==> src/rtl/xconf_seq_pkg.sv <==
// Shared definitions for the configuration script player: default widths,
// script entry layout and sequencer state encoding.
package xconf_seq_pkg;

    localparam int CONF_REG_ADDR_W = 6;
    localparam int MEM_ADDR_W      = 11;
    localparam int SCRIPT_PTR_W    = 6;

    localparam int ENTRY_W        = CONF_REG_ADDR_W + MEM_ADDR_W;
    localparam int ENTRY_DATA_LSB = 0;
    localparam int ENTRY_DATA_MSB = MEM_ADDR_W - 1;
    localparam int ENTRY_ADDR_LSB = MEM_ADDR_W;
    localparam int ENTRY_ADDR_MSB = ENTRY_W - 1;

    typedef enum logic [1:0] {
        ST_IDLE = 2'd0,
        ST_RUN  = 2'd1,
        ST_DONE = 2'd2
    } seq_state_e;

endpackage

==> src/rtl/xconf_seq_ram.sv <==
// Script storage: one write port, one synchronous read port with 1-cycle latency.
// The read register holds its value while no read is issued, so it doubles as a skid slot.
module xconf_seq_ram #(
    parameter int ENTRY_W = 17,
    parameter int PTR_W   = 6,
    parameter int DEPTH   = 2 ** PTR_W
) (
    input  logic               clk,
    input  logic               we_i,
    input  logic [PTR_W-1:0]   waddr_i,
    input  logic [ENTRY_W-1:0] wdata_i,
    input  logic               re_i,
    input  logic [PTR_W-1:0]   raddr_i,
    output logic [ENTRY_W-1:0] rdata_o
);

    logic [ENTRY_W-1:0] mem_q [DEPTH];
    logic [ENTRY_W-1:0] rdata_q;

    always_ff @(posedge clk) begin
        if (we_i) begin
            mem_q[waddr_i] <= wdata_i;
        end
        if (re_i) begin
            rdata_q <= mem_q[raddr_i];
        end
    end

    assign rdata_o = rdata_q;

endmodule

==> src/rtl/xconf_seq.sv <==
// Replays a slice of a host-loaded (addr, data) script onto the configuration
// register port, one write per cycle, yielding to direct host accesses.
module xconf_seq
    import xconf_seq_pkg::*;
#(
    parameter int ADDR_W = CONF_REG_ADDR_W,
    parameter int DATA_W = MEM_ADDR_W,
    parameter int PTR_W  = SCRIPT_PTR_W,
    parameter int DEPTH  = 2 ** PTR_W
) (
    input  logic                     clk,
    input  logic                     rst,
    input  logic                     host_req,
    input  logic                     host_rnw,
    input  logic [ADDR_W-1:0]        host_addr,
    input  logic [DATA_W-1:0]        host_data,
    input  logic                     ld_we,
    input  logic [PTR_W-1:0]         ld_addr,
    input  logic [ADDR_W+DATA_W-1:0] ld_data,
    input  logic                     start,
    input  logic [PTR_W-1:0]         start_ptr,
    input  logic [PTR_W:0]           start_len,
    input  logic                     abort,
    output logic                     busy,
    output logic                     done,
    output logic                     err,
    output logic                     conf_req,
    output logic                     conf_rnw,
    output logic [ADDR_W-1:0]        conf_addr,
    output logic [DATA_W-1:0]        conf_data
);

    localparam int                 E_W       = ADDR_W + DATA_W;
    localparam logic [PTR_W:0]     DEPTH_CNT = (PTR_W + 1)'(DEPTH);
    localparam logic [PTR_W:0]     ONE_CNT   = (PTR_W + 1)'(1);
    localparam logic [PTR_W-1:0]   ONE_PTR   = PTR_W'(1);

    seq_state_e       state_q;
    logic [PTR_W-1:0] ptr_q;
    logic [PTR_W:0]   rem_q;
    logic             rd_vld_q;
    logic             hold_vld_q;
    logic [E_W-1:0]   hold_q;
    logic             busy_q;
    logic             done_q;
    logic             err_q;

    logic [E_W-1:0]   ram_rdata;
    logic             ram_we;
    logic             in_run;
    logic             head_vld;
    logic [E_W-1:0]   head;
    logic             issue;
    logic [1:0]       left;
    logic             rd_en;
    logic             last;
    logic [PTR_W:0]   clamp_len;

    xconf_seq_ram #(
        .ENTRY_W (E_W),
        .PTR_W   (PTR_W),
        .DEPTH   (DEPTH)
    ) u_ram (
        .clk     (clk),
        .we_i    (ram_we),
        .waddr_i (ld_addr),
        .wdata_i (ld_data),
        .re_i    (rd_en),
        .raddr_i (ptr_q),
        .rdata_o (ram_rdata)
    );

    // Skid pair: the RAM read register is the in-flight slot, hold_q the second.
    // The oldest entry sits in hold_q whenever hold_q is valid.
    always_comb begin
        in_run    = (state_q == ST_RUN);
        ram_we    = ld_we && !in_run;
        head_vld  = in_run && (hold_vld_q || rd_vld_q);
        head      = hold_vld_q ? hold_q : ram_rdata;
        issue     = head_vld && !host_req;
        left      = ({1'b0, hold_vld_q} + {1'b0, rd_vld_q}) - {1'b0, issue};
        rd_en     = in_run && !abort && (rem_q != '0) && (left != 2'd2);
        last      = in_run && (rem_q == '0) && (left == 2'd0);
        clamp_len = (start_len > DEPTH_CNT) ? DEPTH_CNT : start_len;
    end

    always_comb begin
        conf_req  = 1'b0;
        conf_rnw  = 1'b1;
        conf_addr = '0;
        conf_data = '0;
        if (host_req) begin
            conf_req  = 1'b1;
            conf_rnw  = host_rnw;
            conf_addr = host_addr;
            conf_data = host_data;
        end else if (head_vld) begin
            conf_req  = 1'b1;
            conf_rnw  = 1'b0;
            conf_addr = head[E_W-1:DATA_W];
            conf_data = head[DATA_W-1:0];
        end
    end

    always_ff @(posedge clk or negedge rst) begin
        if (!rst) begin
            state_q    <= ST_IDLE;
            ptr_q      <= '0;
            rem_q      <= '0;
            rd_vld_q   <= 1'b0;
            hold_vld_q <= 1'b0;
            hold_q     <= '0;
            busy_q     <= 1'b0;
            done_q     <= 1'b0;
            err_q      <= 1'b0;
        end else begin
            done_q <= 1'b0;
            case (state_q)
                ST_IDLE, ST_DONE: begin
                    state_q <= ST_IDLE;
                    busy_q  <= 1'b0;
                    if (start) begin
                        err_q <= 1'b0;
                        if (start_len == '0) begin
                            state_q <= ST_DONE;
                            done_q  <= 1'b1;
                        end else begin
                            ptr_q   <= start_ptr;
                            rem_q   <= clamp_len;
                            state_q <= ST_RUN;
                            busy_q  <= 1'b1;
                        end
                    end
                end
                ST_RUN: begin
                    if (ld_we || (start && !abort)) begin
                        err_q <= 1'b1;
                    end
                    if (abort) begin
                        state_q    <= ST_IDLE;
                        busy_q     <= 1'b0;
                        rem_q      <= '0;
                        rd_vld_q   <= 1'b0;
                        hold_vld_q <= 1'b0;
                    end else begin
                        if (rd_en) begin
                            ptr_q <= ptr_q + ONE_PTR;
                            rem_q <= rem_q - ONE_CNT;
                        end
                        // With both slots stalled, the read register keeps its entry.
                        rd_vld_q   <= rd_en || (left == 2'd2);
                        hold_vld_q <= (left != 2'd0);
                        if (rd_vld_q && (hold_vld_q == issue)) begin
                            hold_q <= ram_rdata;
                        end
                        if (last) begin
                            state_q <= ST_DONE;
                            busy_q  <= 1'b0;
                            done_q  <= 1'b1;
                        end
                    end
                end
                default: begin
                    state_q <= ST_IDLE;
                    busy_q  <= 1'b0;
                end
            endcase
        end
    end

    assign busy = busy_q;
    assign done = done_q;
    assign err  = err_q;

endmodule

==> config.mk <==
export PLATFORM = sky130hd
export DESIGN_NAME = xconf_seq
export DESIGN_NICKNAME = d
export VERILOG_FILES = /design/src/rtl/xconf_seq_pkg.sv /design/src/rtl/xconf_seq_ram.sv /design/src/rtl/xconf_seq.sv
export SDC_FILE = /design/constraint.sdc
export NUM_CORES = 1
export LEC_CHECK = 0
export ABC_CLOCK_PERIOD_IN_PS = 4800
export CORE_MARGIN = 5
export CORE_UTILIZATION = 25
export DETAILED_ROUTE_END_ITERATION = 10
export GPL_ROUTABILITY_DRIVEN = 0
export PLACE_DENSITY_LB_ADDON = 0.15
export SLEW_MARGIN = 30
export SYNTH_ARGS = -nofsm -noshare
export SYNTH_HDL_FRONTEND = slang
export SYNTH_SLANG_ARGS = --single-unit
==> constraint.sdc <==
create_clock -name clk -period 4.8 [get_ports clk]
set_clock_uncertainty 0.2 [all_clocks]
set_input_delay 1.44 -clock clk [delete_from_list [all_inputs] [get_ports clk]]
set_output_delay 1.44 -clock clk [all_outputs]
set_load 0.01 [all_outputs]
==> results of run 1 <==
state kept, by name, indices dropped and copies added (netlist names):
name and cells:
err 1, hold_q 17, hold_vld_q 1, busy 1
state_q 2, ptr_q 6, rd_vld_q 1, done 1
rem_q 7, u_ram.mem_q 1088, u_ram.rdata_o 17
power by group:
group	switching [µW]	internal [µW]	leakage, µW
Sequential	393	11300	0.0104
Combinational	4630	3370	0.00445
Clock	3970	5490	0.00198
logic make-up (layout without fill, tap and decap cells):
group           after synthesis  after routing  synth area share (%)
compound gates              185            185                  2.95
xor+xnor                      1              1                0.0197
fa+ha+maj                     6              6                 0.169
buf+inv                     128            486                  1.48
flops                      1142           1142                  76.8
mux                         388            388                  16.5
other cells                   0              2                     0
simple gates                205            205                  2.05
cell usage after synthesis (3+ instances only):
| library cell | instances | area, µm² |
|---|---|---|
| clkbuf_1 | 40 | 150 |
| nor2_1 | 85 | 319 |
| mux2_2 | 44 | 495 |
| buf_6 | 6 | 67.6 |
| edfxtp_1 | 1105 | 33200 |
| a21oi_1 | 21 | 105 |
| buf_2 | 40 | 200 |
| nor2b_1 | 10 | 62.6 |
| and3_1 | 5 | 31.3 |
| o21ai_0 | 38 | 190 |
| a221o_1 | 7 | 70.1 |
| o22ai_1 | 6 | 37.5 |
| buf_4 | 21 | 158 |
| a221oi_1 | 11 | 96.3 |
| nand4_1 | 4 | 25.0 |
| nand3b_1 | 3 | 22.5 |
| nand2_1 | 63 | 236 |
| nand3_1 | 15 | 75.1 |
| a32oi_1 | 3 | 26.3 |
| mux2i_1 | 72 | 721 |
| buf_1 | 9 | 33.8 |
| mux4_2 | 272 | 6130 |
| ha_1 | 6 | 75.1 |
| a31oi_1 | 13 | 81.3 |
| a22o_1 | 16 | 140 |
| a221oi_2 | 5 | 75.1 |
| inv_1 | 11 | 41.3 |
| a22oi_1 | 54 | 405 |
| dfrtp_1 | 37 | 926 |
| nand2b_1 | 5 | 31.3 |
| nor3_1 | 3 | 15.0 |
| and2_1 | 4 | 25.0 |
cell type report:
| type | instances | share of cell area [%] |
|---|---|---|
| Multi-Input combinational cell | 785 | 18.5 |
| Inverter | 11 | 0.0777 |
| Clock buffer | 172 | 6.75 |
| Antenna cell | 2 | 0.00942 |
| Sequential cell | 1142 | 64.2 |
| Clock inverter | 63 | 0.869 |
| Tap cell | 2340 | 5.51 |
| Timing Repair Buffer | 240 | 4.11 |
per-stage QoR:
| step | cell area [µm²] | hold WS (ns) | power [µW] | instances | setup slack, ns |
|---|---|---|---|---|---|
| floorplan | 44400 | 0.280 | 16600 | 2055 | 0.780 |
| global placement | 49000 | 0.292 | 20100 | 4518 | -0.0979 |
| detailed placement | 49000 | 0.296 | 20100 | 4518 | -0.117 |
| CTS | 53100 | 0.309 | 29700 | 4753 | 0.0214 |
| global route | 53100 | 0.322 | 30400 | 4753 | 0.00985 |
| finish | 53100 | 0.302 | 29100 | 4755 | 0.0397 |
worst paths after layout:
kind,slack [ns],from,end
max,0.04,host_req,conf_data[7]
min,0.30,hold_q[1],hold_q[1]
max reg2reg,0.83,ptr_q[0],u_ram.rdata_o[4]
min reg2reg,0.30,hold_q[1],hold_q[1]
max in group asynchronous,3.43,rst,ptr_q[1]
min in group asynchronous,0.50,rst,hold_q[11]
metal layers:
metal | vias to the layer above | wire, µm
met5 | - | 26
met4 | 4 | 1890
met3 | 142 | 4400
met2 | 442 | 65700
met1 | 12000 | 59900
li1 | 9166 | -
==> metrics.md, run 1 <==
| Metric | Value |
|---|---|
| Mapped Avg Cell Area | `21.6 µm²` |
| # Post-CTS Setup Buffers | `0` |
| Die X | `between 400 and 500 µm` |
| CP dominant cell by count | `clkdlybuf4s50_1` |
| Min Tclk post-route | `4.76 ns` |
| CP Depth | `5` |
| Multi-input logic area | `9820 µm²` |
| Post-cts hold buffer count | `0` |
| Crit-path cells | `clkdlybuf4s50_1 > or2_4 > buf_12 > o21ai_0 > clkdlybuf4s50_1` |
| CP max FO | `11` |
| Commonest cells after routing, fill and taps aside | `1105 x edfxtp_1, 272 x mux4_2, 150 x buf_4, 137 x clkbuf_16, 72 x mux2i_1` |
| Sequential element share of the synthesized area | `76.8%` |
| Final Hold Fails | `0` |
| Vias | `21700` |
| Remaining DRCs | `0` |
| Status | `complete, no violations` |
| Critical path class | `in -> out` |
| First DRT Iteration DRCs | `1517` |
| CTS buffer count | `133` |
| Largest delay contributor family on the critical path | `buffers and inverters` |
| Filler cells | `around 17000` |
| Req. time, crit path | `3.16 ns` |
| Post-Route WL | `132000 µm` |
| Number of library cell types mapped by synthesis | `47` |
| Primary FF master, synth | `edfxtp_1` |
| Post-cts sizing count | `1` |
| H-tree levels | `4` |
| Syn nets | `2121` |
| Final core occ | `around 30%` |
| GR Layer Usage met3 | `~2.3%` |
| CTS Buffer Depth | `3` |
| Worst path bufs/invs | `3` |
| Grt ovf | `0` |
| Worst slew margin | `35.5%` |
| Post-synth EDFFs | `1105` |
| Wire per inst | `27.7 µm` |
| Initial antenna violation count | `7` |
| Grt met1 use | `19.3%` |
| IO Count | `just over 80` |
| P_leak | `0.0168 µW` |
| ANT nets after route | `0` |
| CTS root buffer | `clkbuf_16` |
| Syn Inst Count | `2055` |
| Largest net degree at the start of global routing | `65` |
| Unrepaired setup endpoints after global routing | `no` |
| CP peak stage delay | `0.57 ns` |
| DR vias/cell | `4.57` |
| Max-slew violations | `0` |
| Row count | `approximately 150` |
| Clock sink total | `1142` |
| Full die area | `roughly 190000 µm²` |
| Seq cells post-synth | `1142` |
| Clk slew on worst S/H paths | `roughly 0.050 ns` |
| Busiest grt layer | `met2` |
| CP max-delay cell | `clkdlybuf4s50_1` |
| Startpoint Class | `input pin` |
| Die Span Y | `around 430 µm` |
| Port buffer count | `81` |
| Yosys warns | `0` |
| First-pass GRT wire length | `185000 µm` |
| Worst VDD drop | `0.000289 V` |
| GRT Total Usage | `between 10% and 20%` |
| Proportion of layout cells with a drive suffix above 1 | `30.9%` |
| Setup TNS | `0 ns` |
| CP Data Arrival Time | `3.12 ns` |
| Pre-Repair DR Iteration Count | `5` |
| Layout Nets | `around 2400` |
| Reg area | `approximately 34000 µm²` |
| Vias in the first global route | `23000` |
| # setup viols final | `0` |
| Initial Util | `about 25%` |
| Area Overhead vs Synth | `19.7%` |
| GR met2 Demand/Resource | `between 20% and 30%` |
| Pwr dens | `between 500 and 600 nW/µm²` |
| Core Region | `176000 µm²` |
| HP Class | `reg -> reg` |
| Worst-Skew Late Latency | `0.76 ns` |
| Fin crit share | `99.2%` |
| Slew @ Worst Pin | `0.967 ns` |
| # Max-Cap Violations | `0` |
| TritonCTS clock tree | `yes` |
| Hold Crit Depth | `1` |
| Synth Cell Area | `44400 µm²` |
| Post-DP HPWL | `between 80000 and 90000 µm` |
| Ys async rst share | `3.24%` |
| FF-to-FF path depth | `5` |
| Fmax | `around 0.21 GHz` |
| Commonest non-fill, non-tap cell in the layout | `edfxtp_1` |
| Worst Setup End Kind | `primary output` |
Note: power is estimated with default switching activity, not from simulation.
==> run 2, diff against run 1 <==
- HOLD_SLACK_MARGIN: unset -> 0.03
==> results of run 2 <==
No change in the layout: final DEF, timing and power equal those of run 1.
==> run 3, diff against run 2 <==
- SETUP_SLACK_MARGIN: unset -> 0.02
- SLEW_MARGIN: 30 -> unset
==> metrics.md, run 3 (synthesis gave the netlist of run 1 again) <==
| Metric | Value |
|---|---|
| Final setup margin | `0.0722 ns (was 0.0397 ns)` |
| CTS root buffer | `clkbuf_16 (unchanged)` |
| ANT nets after route | `0 (unchanged)` |
| CTS Buffer Depth | `3 (unchanged)` |
| Sw Pwr | `8990 µW (about the same)` |
| Post-DP HPWL | `80800 µm (was 80900 µm)` |
| Wire per inst | `27.7 µm (about the same)` |
| Die Span Y | `431 µm (unchanged)` |
| Vias in the first global route | `23000 (about the same)` |
| Layout Nets | `2379 (unchanged)` |
| DR vias/cell | `4.56 (was 4.57)` |
| HP Class | `reg -> reg (unchanged)` |
| Fin crit share | `98.5% (was 99.2%)` |
| Min Tclk post-route | `4.73 ns (was 4.76 ns)` |
| Largest delay contributor family on the critical path | `buffers and inverters (unchanged)` |
| Fmax | `0.212 GHz (was 0.210 GHz)` |
| Vias | `21700 (about the same)` |
| # Max-Cap Violations | `0 (unchanged)` |
| Commonest cells after routing, fill and taps aside | `1105 x edfxtp_1, 272 x mux4_2, 141 x buf_4, 136 x clkbuf_16, 72 x mux2i_1 (was 1105 x edfxtp_1, 272 x mux4_2, 150 x buf_4, 137 x clkbuf_16, 72 x mux2i_1)` |
| H-tree levels | `4 (unchanged)` |
| Pre-CTS setup slack | `-0.124 ns (was -0.117 ns)` |
| CP peak stage delay | `0.57 ns (about the same)` |
| Worst slew margin | `22.2% (was 35.5%)` |
| Status | `complete, no violations (unchanged)` |
| Placed Instances | `4518 (unchanged)` |
| Initial Util | `25.2% (unchanged)` |
| Final Hold Fails | `0 (unchanged)` |
| Max FFs per register | `1088 (unchanged)` |
| Gate power share | `27.4% (was 27.5%)` |
| Sw frac | `30.8% (was 30.9%)` |
| # Post-CTS Setup Buffers | `0 (unchanged)` |
| TritonCTS clock tree | `yes (unchanged)` |
| Req. time, crit path | `3.16 ns (about the same)` |
| Clock share of power | `32.7% (was 32.5%)` |
| Top reg by flops | `u_ram.mem_q (unchanged)` |
| First DRT Iteration DRCs | `1419 (was 1517)` |
| IO Count | `82 (unchanged)` |
| Filler cells | `17200 (about the same)` |
| Seq pwr share | `39.9% (was 40.0%)` |
| Startpoint Class | `input pin (unchanged)` |
| CP max FO | `11 (unchanged)` |
| Internal power | `20200 µW (was 20100 µW)` |
| Port buffer count | `81 (unchanged)` |
| GRT Total Usage | `14.0% (was 14.1%)` |
| Initial antenna violation count | `8 (was 7)` |
| Worst Setup End Kind | `primary output (unchanged)` |
| Core Region | `176000 µm² (unchanged)` |
| Proportion of layout cells with a drive suffix above 1 | `30.9% (about the same)` |
| R2r setup slk | `0.77 ns (was 0.83 ns)` |
| Fin cells | `4757 (was 4755)` |
| WHS | `0.303 ns (was 0.302 ns)` |
| Area Overhead vs Synth | `19.7% (about the same)` |
| Pre-Repair DR Iteration Count | `5 (unchanged)` |
| Slew @ Worst Pin | `1.16 ns (was 0.967 ns)` |
| CP max-delay cell | `clkdlybuf4s50_1 (unchanged)` |
| Crit-path cells | `clkdlybuf4s50_1 > or2_4 > buf_12 > o21ai_0 > clkdlybuf4s50_1 (unchanged)` |
| Clock sink total | `1142 (unchanged)` |
| Post-Route WL | `132000 µm (about the same)` |
| CP Data Arrival Time | `3.09 ns (was 3.12 ns)` |
| Worst-Skew Late Latency | `0.75 ns (was 0.76 ns)` |
| Unrepaired setup endpoints after global routing | `no (unchanged)` |
| Clk slew on worst S/H paths | `0.05 ns (about the same)` |
| Setup TNS | `0 ns (unchanged)` |
| Grt ovf | `0 (unchanged)` |
| Commonest non-fill, non-tap cell in the layout | `edfxtp_1 (unchanged)` |
| # setup viols final | `0 (unchanged)` |
| Full die area | `186000 µm² (unchanged)` |
| Remaining DRCs | `0 (unchanged)` |
| Row count | `154 (unchanged)` |
| Worst VDD drop | `0.000252 V (was 0.000289 V)` |
| Critical path class | `in -> out (unchanged)` |
| Final core occ | `30.1% (about the same)` |
| Die X | `431 µm (unchanged)` |
| Worst path bufs/invs | `3 (unchanged)` |
| CP dominant cell by count | `clkdlybuf4s50_1 (unchanged)` |
| P_leak | `0.0168 µW (about the same)` |
| Largest net degree at the start of global routing | `65 (unchanged)` |
| Max-slew violations | `0 (unchanged)` |
| First-pass GRT wire length | `184000 µm (was 185000 µm)` |
| CTS buffer count | `133 (unchanged)` |
| Pwr dens | `549 nW/µm² (was 548 nW/µm²)` |
[run 3: what timing repair did]
item,in CTS,in global routing
endpoints found under the setup margin,16,10
gates resized for setup,1,10
hold buffers,0,0
hold endpoints to repair,0,0
[run 3: worst paths after layout]
path / from / endpoint / cells after the start
max reg2reg: ptr_q[0] / u_ram.rdata_o[7] / 5
max in group asynchronous: rst / ptr_q[1] / 1
min: hold_q[10] / hold_q[10] / 1
max: host_req / conf_data[1] / 5
min in group asynchronous: rst / hold_q[6] / 1
min reg2reg: hold_q[10] / hold_q[10] / 1
[run 3: power groups by stage]
stage	Combinational (µW)	Clock [µW]	Sequential [µW]
5_1_grt	8550	10300	11700
3_5_place_dp	8250	0	11900
6_report	8020	9550	11600
2_1_floorplan	5090	0	11500
4_1_cts	8270	9850	11700
3_3_place_gp	8210	0	11900
[run 3: layout make-up]
cell class                 count  area (µm²)  share of cell area [%]
sequential                  1142       34100                    64.2
multi-input combinational    785        9810                    18.5
clock buffer                 177        3610                    6.78
tap                         2340        2930                    5.51
timing repair buffer         240        2160                    4.07
clock inverter                57         487                   0.915
inverter                      11        41.3                  0.0777
antenna                        5        12.5                  0.0235
[run 3: routing by layer]
metal  routed length [µm]  vias up  global-route usage [%]
li1                     -     9173                       -
met4                 2380        4                    3.13
met5                   26        -                       0
met2                65200      477                    23.6
met3                 4870      155                    2.38
met1                59200    11900                    19.1
[run 3: worst reg2reg max path, cell delays in order, from the launching register on]
cell and delay, ns:
dfrtp_4 0.98, buf_4 0.64, mux4_2 0.60, a22o_1 0.30
o21ai_0 0.74, a21oi_1 0.27
[run 3: stage by stage]
| step | cell area, µm² | power, µW |
|---|---|---|
| after floorplan | 44400 | 16600 |
| after global placement | 49000 | 20100 |
| after detailed placement | 49000 | 20100 |
| after CTS | 53100 | 29800 |
| after global routing | 53200 | 30500 |
| final | 53200 | 29200 |
